`config.mk`:
```
export PLATFORM = sky130hd
export DESIGN_NAME = v7_pulse_ctrl
export DESIGN_NICKNAME = d
export VERILOG_FILES = /design/src/rtl/v7_pulse_ctrl.sv
export SDC_FILE = /design/constraint.sdc
export NUM_CORES = 1
export LEC_CHECK = 0
export BUFFER_PORTS_ARGS = -buffer_cell sky130_fd_sc_hd__buf_2
export CORE_UTILIZATION = 55
export DETAILED_ROUTE_END_ITERATION = 16
export GPL_TIMING_DRIVEN = 0
export PLACE_DENSITY = 0.79
export SLEW_MARGIN = 20
export SYNTH_ARGS = -nofsm -noshare
export SYNTH_HDL_FRONTEND = slang
export SYNTH_SLANG_ARGS = --single-unit
```
`constraint.sdc`:
```
create_clock -name clk -period 2.8 [get_ports clk]
set_input_delay 0 -clock clk [delete_from_list [all_inputs] [get_ports clk]]
set_output_delay 0 -clock clk [all_outputs]
set_load 0.05 [all_outputs]
```
`src/rtl/v7_pulse_ctrl.sv`:
```
// v7_pulse_ctrl
//   Sequencing and capture controller for the v7 trapezoidal shaping filter.
//   After reset it pulses filt_clr and waits for the filter to settle. It then watches the
//   shaped output for upward threshold crossings and samples the flat-top amplitude at a
//   fixed offset from the crossing. Each accepted pulse goes downstream as one event
//   (amplitude + timestamp) over a valid/ready handshake. A pulse that falls back to the
//   threshold before capture is rejected as pile-up. Crossings that arrive while an event
//   is waiting or during holdoff are counted as lost.
//
// Ports
//   clk         system clock, all logic on the rising edge
//   reset       synchronous, active-high reset
//   enable      1 = allow new pulses to start (gates IDLE -> RISE only)
//   threshold   signed trigger threshold
//   filt_data   signed shaped filter output
//   filt_clr    1 = clear filter state (held for CLR_CYC cycles after reset)
//   evt_valid   event available
//   evt_ready   downstream accepts the event
//   evt_amp     signed flat-top amplitude of the event
//   evt_ts      timestamp of the threshold crossing
//   pileup_cnt  pulses rejected as pile-up, saturating
//   lost_cnt    crossings missed while busy, saturating
//   busy        1 in any state other than IDLE
module v7_pulse_ctrl #(
  parameter int DATA_W     = 24,
  parameter int K_LEN      = 4,
  parameter int L_LEN      = 8,
  parameter int CLR_CYC    = 4,
  parameter int SETTLE_CYC = 16,
  parameter int HOLDOFF    = 8,
  parameter int TS_W       = 32,
  parameter int CNT_W      = 16
) (
  input  logic                     clk,
  input  logic                     reset,
  input  logic                     enable,
  input  logic signed [DATA_W-1:0] threshold,
  input  logic signed [DATA_W-1:0] filt_data,
  output logic                     filt_clr,
  output logic                     evt_valid,
  input  logic                     evt_ready,
  output logic signed [DATA_W-1:0] evt_amp,
  output logic        [TS_W-1:0]   evt_ts,
  output logic        [CNT_W-1:0]  pileup_cnt,
  output logic        [CNT_W-1:0]  lost_cnt,
  output logic                     busy
);

  // One shared sequence counter serves settle, rise/flat and holdoff timing, so it must
  // be wide enough for the longest of the three intervals.
  localparam int SETTLE_LEN = CLR_CYC + SETTLE_CYC;
  localparam int CAPT_LEN   = K_LEN + L_LEN / 2;
  localparam int SEQ_MAX_A  = (SETTLE_LEN > CAPT_LEN) ? SETTLE_LEN : CAPT_LEN;
  localparam int SEQ_MAX    = (SEQ_MAX_A > HOLDOFF) ? SEQ_MAX_A : HOLDOFF;
  localparam int SEQ_W      = $clog2(SEQ_MAX + 1);

  localparam logic [SEQ_W-1:0] CLR_END    = SEQ_W'(CLR_CYC);
  localparam logic [SEQ_W-1:0] SETTLE_END = SEQ_W'(SETTLE_LEN);
  localparam logic [SEQ_W-1:0] RISE_END   = SEQ_W'(K_LEN);
  localparam logic [SEQ_W-1:0] CAPT_AT    = SEQ_W'(CAPT_LEN);
  // Holdoff counts from 0 on entry, so reaching HOLDOFF-1 means HOLDOFF cycles spent.
  localparam logic [SEQ_W-1:0] HOLD_END   = SEQ_W'(HOLDOFF - 1);

  typedef enum logic [2:0] {
    ST_SETTLE,
    ST_IDLE,
    ST_RISE,
    ST_FLAT,
    ST_OUT,
    ST_HOLD
  } state_t;

  state_t                     state_reg;
  logic        [SEQ_W-1:0]    seq_cnt_reg;
  logic        [TS_W-1:0]     ts_reg;
  logic signed [DATA_W-1:0]   prev_reg;

  logic             above;
  logic             prev_above;
  logic             crossing;
  logic [SEQ_W-1:0] seq_inc;

  // Signed compare on both the current and the previous sample; a crossing is an
  // upward transition through the threshold.
  assign above      = filt_data > threshold;
  assign prev_above = prev_reg > threshold;
  assign crossing   = above && !prev_above;
  assign seq_inc    = seq_cnt_reg + 1'b1;

  always_ff @(posedge clk) begin
    if (reset) begin
      state_reg   <= ST_SETTLE;
      seq_cnt_reg <= '0;
      ts_reg      <= '0;
      prev_reg    <= '0;
      filt_clr    <= 1'b1;
      evt_valid   <= 1'b0;
      evt_amp     <= '0;
      evt_ts      <= '0;
      pileup_cnt  <= '0;
      lost_cnt    <= '0;
      busy        <= 1'b1;
    end else begin
      ts_reg   <= ts_reg + 1'b1;
      prev_reg <= filt_data;

      case (state_reg)
        ST_SETTLE: begin
          // Counter value after this edge equals cycles elapsed since reset release.
          seq_cnt_reg <= seq_inc;
          filt_clr    <= (seq_inc < CLR_END);
          if (seq_inc >= SETTLE_END) begin
            state_reg   <= ST_IDLE;
            seq_cnt_reg <= '0;
            busy        <= 1'b0;
          end
        end

        ST_IDLE: begin
          if (crossing && enable) begin
            state_reg   <= ST_RISE;
            evt_ts      <= ts_reg;
            seq_cnt_reg <= {{(SEQ_W-1){1'b0}}, 1'b1};
            busy        <= 1'b1;
          end
        end

        ST_RISE, ST_FLAT: begin
          if (!above) begin
            // Signal fell back before the flat-top sample: overlapping pulse.
            if (pileup_cnt != {CNT_W{1'b1}}) pileup_cnt <= pileup_cnt + 1'b1;
            state_reg   <= ST_HOLD;
            seq_cnt_reg <= '0;
          end else if (seq_cnt_reg == CAPT_AT) begin
            // Middle of the flat top.
            evt_amp   <= filt_data;
            evt_valid <= 1'b1;
            state_reg <= ST_OUT;
          end else begin
            seq_cnt_reg <= seq_inc;
            if (seq_inc >= RISE_END) state_reg <= ST_FLAT;
          end
        end

        ST_OUT: begin
          if (crossing && (lost_cnt != {CNT_W{1'b1}})) lost_cnt <= lost_cnt + 1'b1;
          if (evt_ready) begin
            evt_valid   <= 1'b0;
            state_reg   <= ST_HOLD;
            seq_cnt_reg <= '0;
          end
        end

        ST_HOLD: begin
          if (crossing && (lost_cnt != {CNT_W{1'b1}})) lost_cnt <= lost_cnt + 1'b1;
          if ((seq_cnt_reg >= HOLD_END) && !above) begin
            state_reg   <= ST_IDLE;
            seq_cnt_reg <= '0;
            busy        <= 1'b0;
          end else if (seq_cnt_reg < HOLD_END) begin
            // Counter parks at HOLD_END while the signal stays above threshold.
            seq_cnt_reg <= seq_inc;
          end
        end

        default: begin
          state_reg <= ST_SETTLE;
          busy      <= 1'b1;
        end
      endcase
    end
  end

endmodule
```
==> impl_metrics.ini <==
[sta]
worstMarginPinSlew_ps = 693
setup_violations = 0
fin_crit_sh = 0.962
holdWs_ps = 187
tns_ps = 0
layout_min_cycle_time_ps = 2690
drv_slew = 0
relSlewSlack = 0.535
hold_violations = 0
max_freq_mhz = 371
layout_setup_ws_ps = 107
finClkSkew_ps = 7.37

[clocking]
cts-root-buf = clkbuf_16
cts.sinks = 155
path_clk_slew_ps = 60
cts.path.max_buffers = 2
cts_max_level = 4
worstSkewPairLatency_ps = 420
cts_made_buffers = 17
cts_tree = done

[yosys]
synth-main-ff-cell = dfxtp_1
yosys_warnings = 0
synth_edf_count = 0
mappedNetlistArea_um2 = 7420
synth_seq_area_share = 0.418
synthCells = 870
synth_seq_cells = 155
syn_nets = 975
synth-async-reset-ratio = 0
syn-mean-instance-area_um2 = 8.53
synth_cell_types = 63

[global_route]
grt_max_degree = 17
met1_usage = 0.347
use_met2 = 0.447
grt.busiest_layer = met2
grt_pass1_vias = 6276
grt.total_usage = 0.271
grtUsageMet3 = 0.0615
antenna_found_initial = 0
grt_pass1_wl_mm = 30.2
grt_overflow = 0

[floorplan]
core_um2 = 13200
die_y_um = 118
dieArea_um2 = 14000
die_w_um = 118
initial_core_util = 0.562
boundaryPins = 143
row_count = 42

[routing]
drc = 0
drt_first_pass_iters = 5
drt-total-wl_mm = 18.9
num_vias = 6887
avgRoutedWirePerCell_um = 15.1
viasPerCell = 5.51
antenna_left = 0
drt_iter0_drc = 439

[place]
dp_slack_ps = -306
gp_congestion = 0.965
dp_hpwl_mm = 13.1
io_buffers = 141
place_area_um2 = 8340
dp.cells = 1187

[cells_and_area]
final_cell_mix = dfxtp_1 (154), buf_2 (144), nand2_1 (112)
drive_gt1_frac = 0.203
postLayoutCoreUtil = 0.711
instances_no_fill = 1249
nets = 1165
layout_commonest_cell = dfxtp_1
fin_area_um2 = 9370
area_delta_synth_final_pct = 26.4
diodes = 0

[setup_path]
reg2reg_depth = 10
crit_path_start_kind = flop
endpoint = lost_cnt[14]
criticalPathCategory = reg2reg
cp_max_fo = 6
crit_path_start = prev_reg[23]
rrSetupSlack_ps = 110
cp_slowest_cell = mux2_2
slowest_delay_ps = 360
critPathCaptureType = flop
worstPathRequired_ps = 3110
cp_num_buf_inv = 0
worstReg2RegStart = prev_reg[23]
path_cells = ha_1 -> nand4_1 -> nor2_4 -> a311oi_2 -> a31oi_1 -> a21oi_2 -> o21a_1 -> nand3_1 -> nor2_1 -> mux2_2
r2r_end = lost_cnt[14]
crit_family = compound AO/OA/AOI/OAI gates
critical_path_depth = 10
cp.arrival_ps = 3000

[power]
swShare = 0.255
comb_power_share = 0.113
p_clk_frac = 0.463
p_leak_nw = 4.31
sequentialPowerShare = 0.424
p_int_mw = 4.01
power_mw = 5.38
vdd_drop_max_v = 0.000435
p_per_area_nw_per_um2 = 574
netSwitchingPower_mw = 1.37

[worst_hold_path]
holdPathStages = 5
min_path_type = in2reg

[flow_run]
maxCapViolCount = 0

[status]
status = complete, no violations
cells by family after synthesis:
group	synth area share
muxes	0.0447
and+or+nand+nor	0.226
adders and majority gates	0.0894
AOI/OAI and AO/OA	0.127
buffers and inverters	0.0440
DFF	0.418
xor gates and xnor gates	0.0508
repair_timing:
item / CTS / global route
endpoints found under the hold margin: 49 / 0
hold buffers: 25 / 0
pin swaps: 2 / 10
endpoints found under the setup margin: 44 / 63
setup buffers: 2 / 3
gates resized for setup: 8 / 20
worst register-to-register path, stage by stage (launching register included):
cell	delay, ps
dfxtp_1	300
ha_1	310
nand4_1	180
nor2_4	70
a311oi_2	290
a31oi_1	150
a21oi_2	230
o21a_1	250
nand3_1	230
nor2_1	210
mux2_2	360
Yosys cell counts (all sizes together) (4+ instances only):
library cell,count,area (um^2)
a21o,4,30.0
inv,44,165
nor2b,26,163
mux2i,32,320
nand3,28,140
xor2,32,280
o311ai,4,35.0
nand2,112,420
a21oi,72,372
or3,9,56.3
a31o,6,52.6
o211ai,5,37.5
ha,53,663
clkbuf,26,97.6
nor4,6,43.8
nor2,106,400
nand4,25,156
o21ai,23,119
buf,11,60.1
nor3,10,55.1
and4,4,35.0
and3,18,118
and2,5,31.3
xnor2,11,96.3
dfxtp,155,3100
worst min path at each step:
stage,from,to,slack (ps)
final,enable,evt_ts[0],190
after global routing,reset,lost_cnt[14],190
after CTS,enable,busy,140
after detailed placement,evt_ready,evt_valid,240
after global placement,evt_ready,evt_valid,230
after floorplan,evt_ready,evt_valid,120
metal layers:
| layer | routed length [um] | vias to the layer above |
|---|---|---|
| met3 | 1110 | 31 |
| li1 | - | 3395 |
| met4 | 312 | 0 |
| met2 | 8940 | 221 |
| met5 | 0 | - |
| met1 | 8510 | 3240 |
layout make-up:
| cell class | count | area [um^2] |
|---|---|---|
| Tap cell | 176 | 220 |
| Clock buffer | 18 | 429 |
| Sequential cell | 155 | 3100 |
| Timing Repair Buffer | 171 | 993 |
| Multi-Input combinational cell | 633 | 4070 |
| Inverter | 45 | 169 |
| Fill cell | 1037 | 3820 |
| Buffer | 37 | 179 |
| Clock inverter | 14 | 210 |
power by group through the flow:
stage	sequential, mW	clock, mW	combinational, mW
after CTS	2.28	2.53	0.571
after global placement	2.33	0	0.515
after global routing	2.29	2.63	0.664
after detailed placement	2.33	0	0.525
final	2.28	2.49	0.606
after floorplan	2.35	0	0.338
No activity file was read; power rests on OpenSTA's default activity.
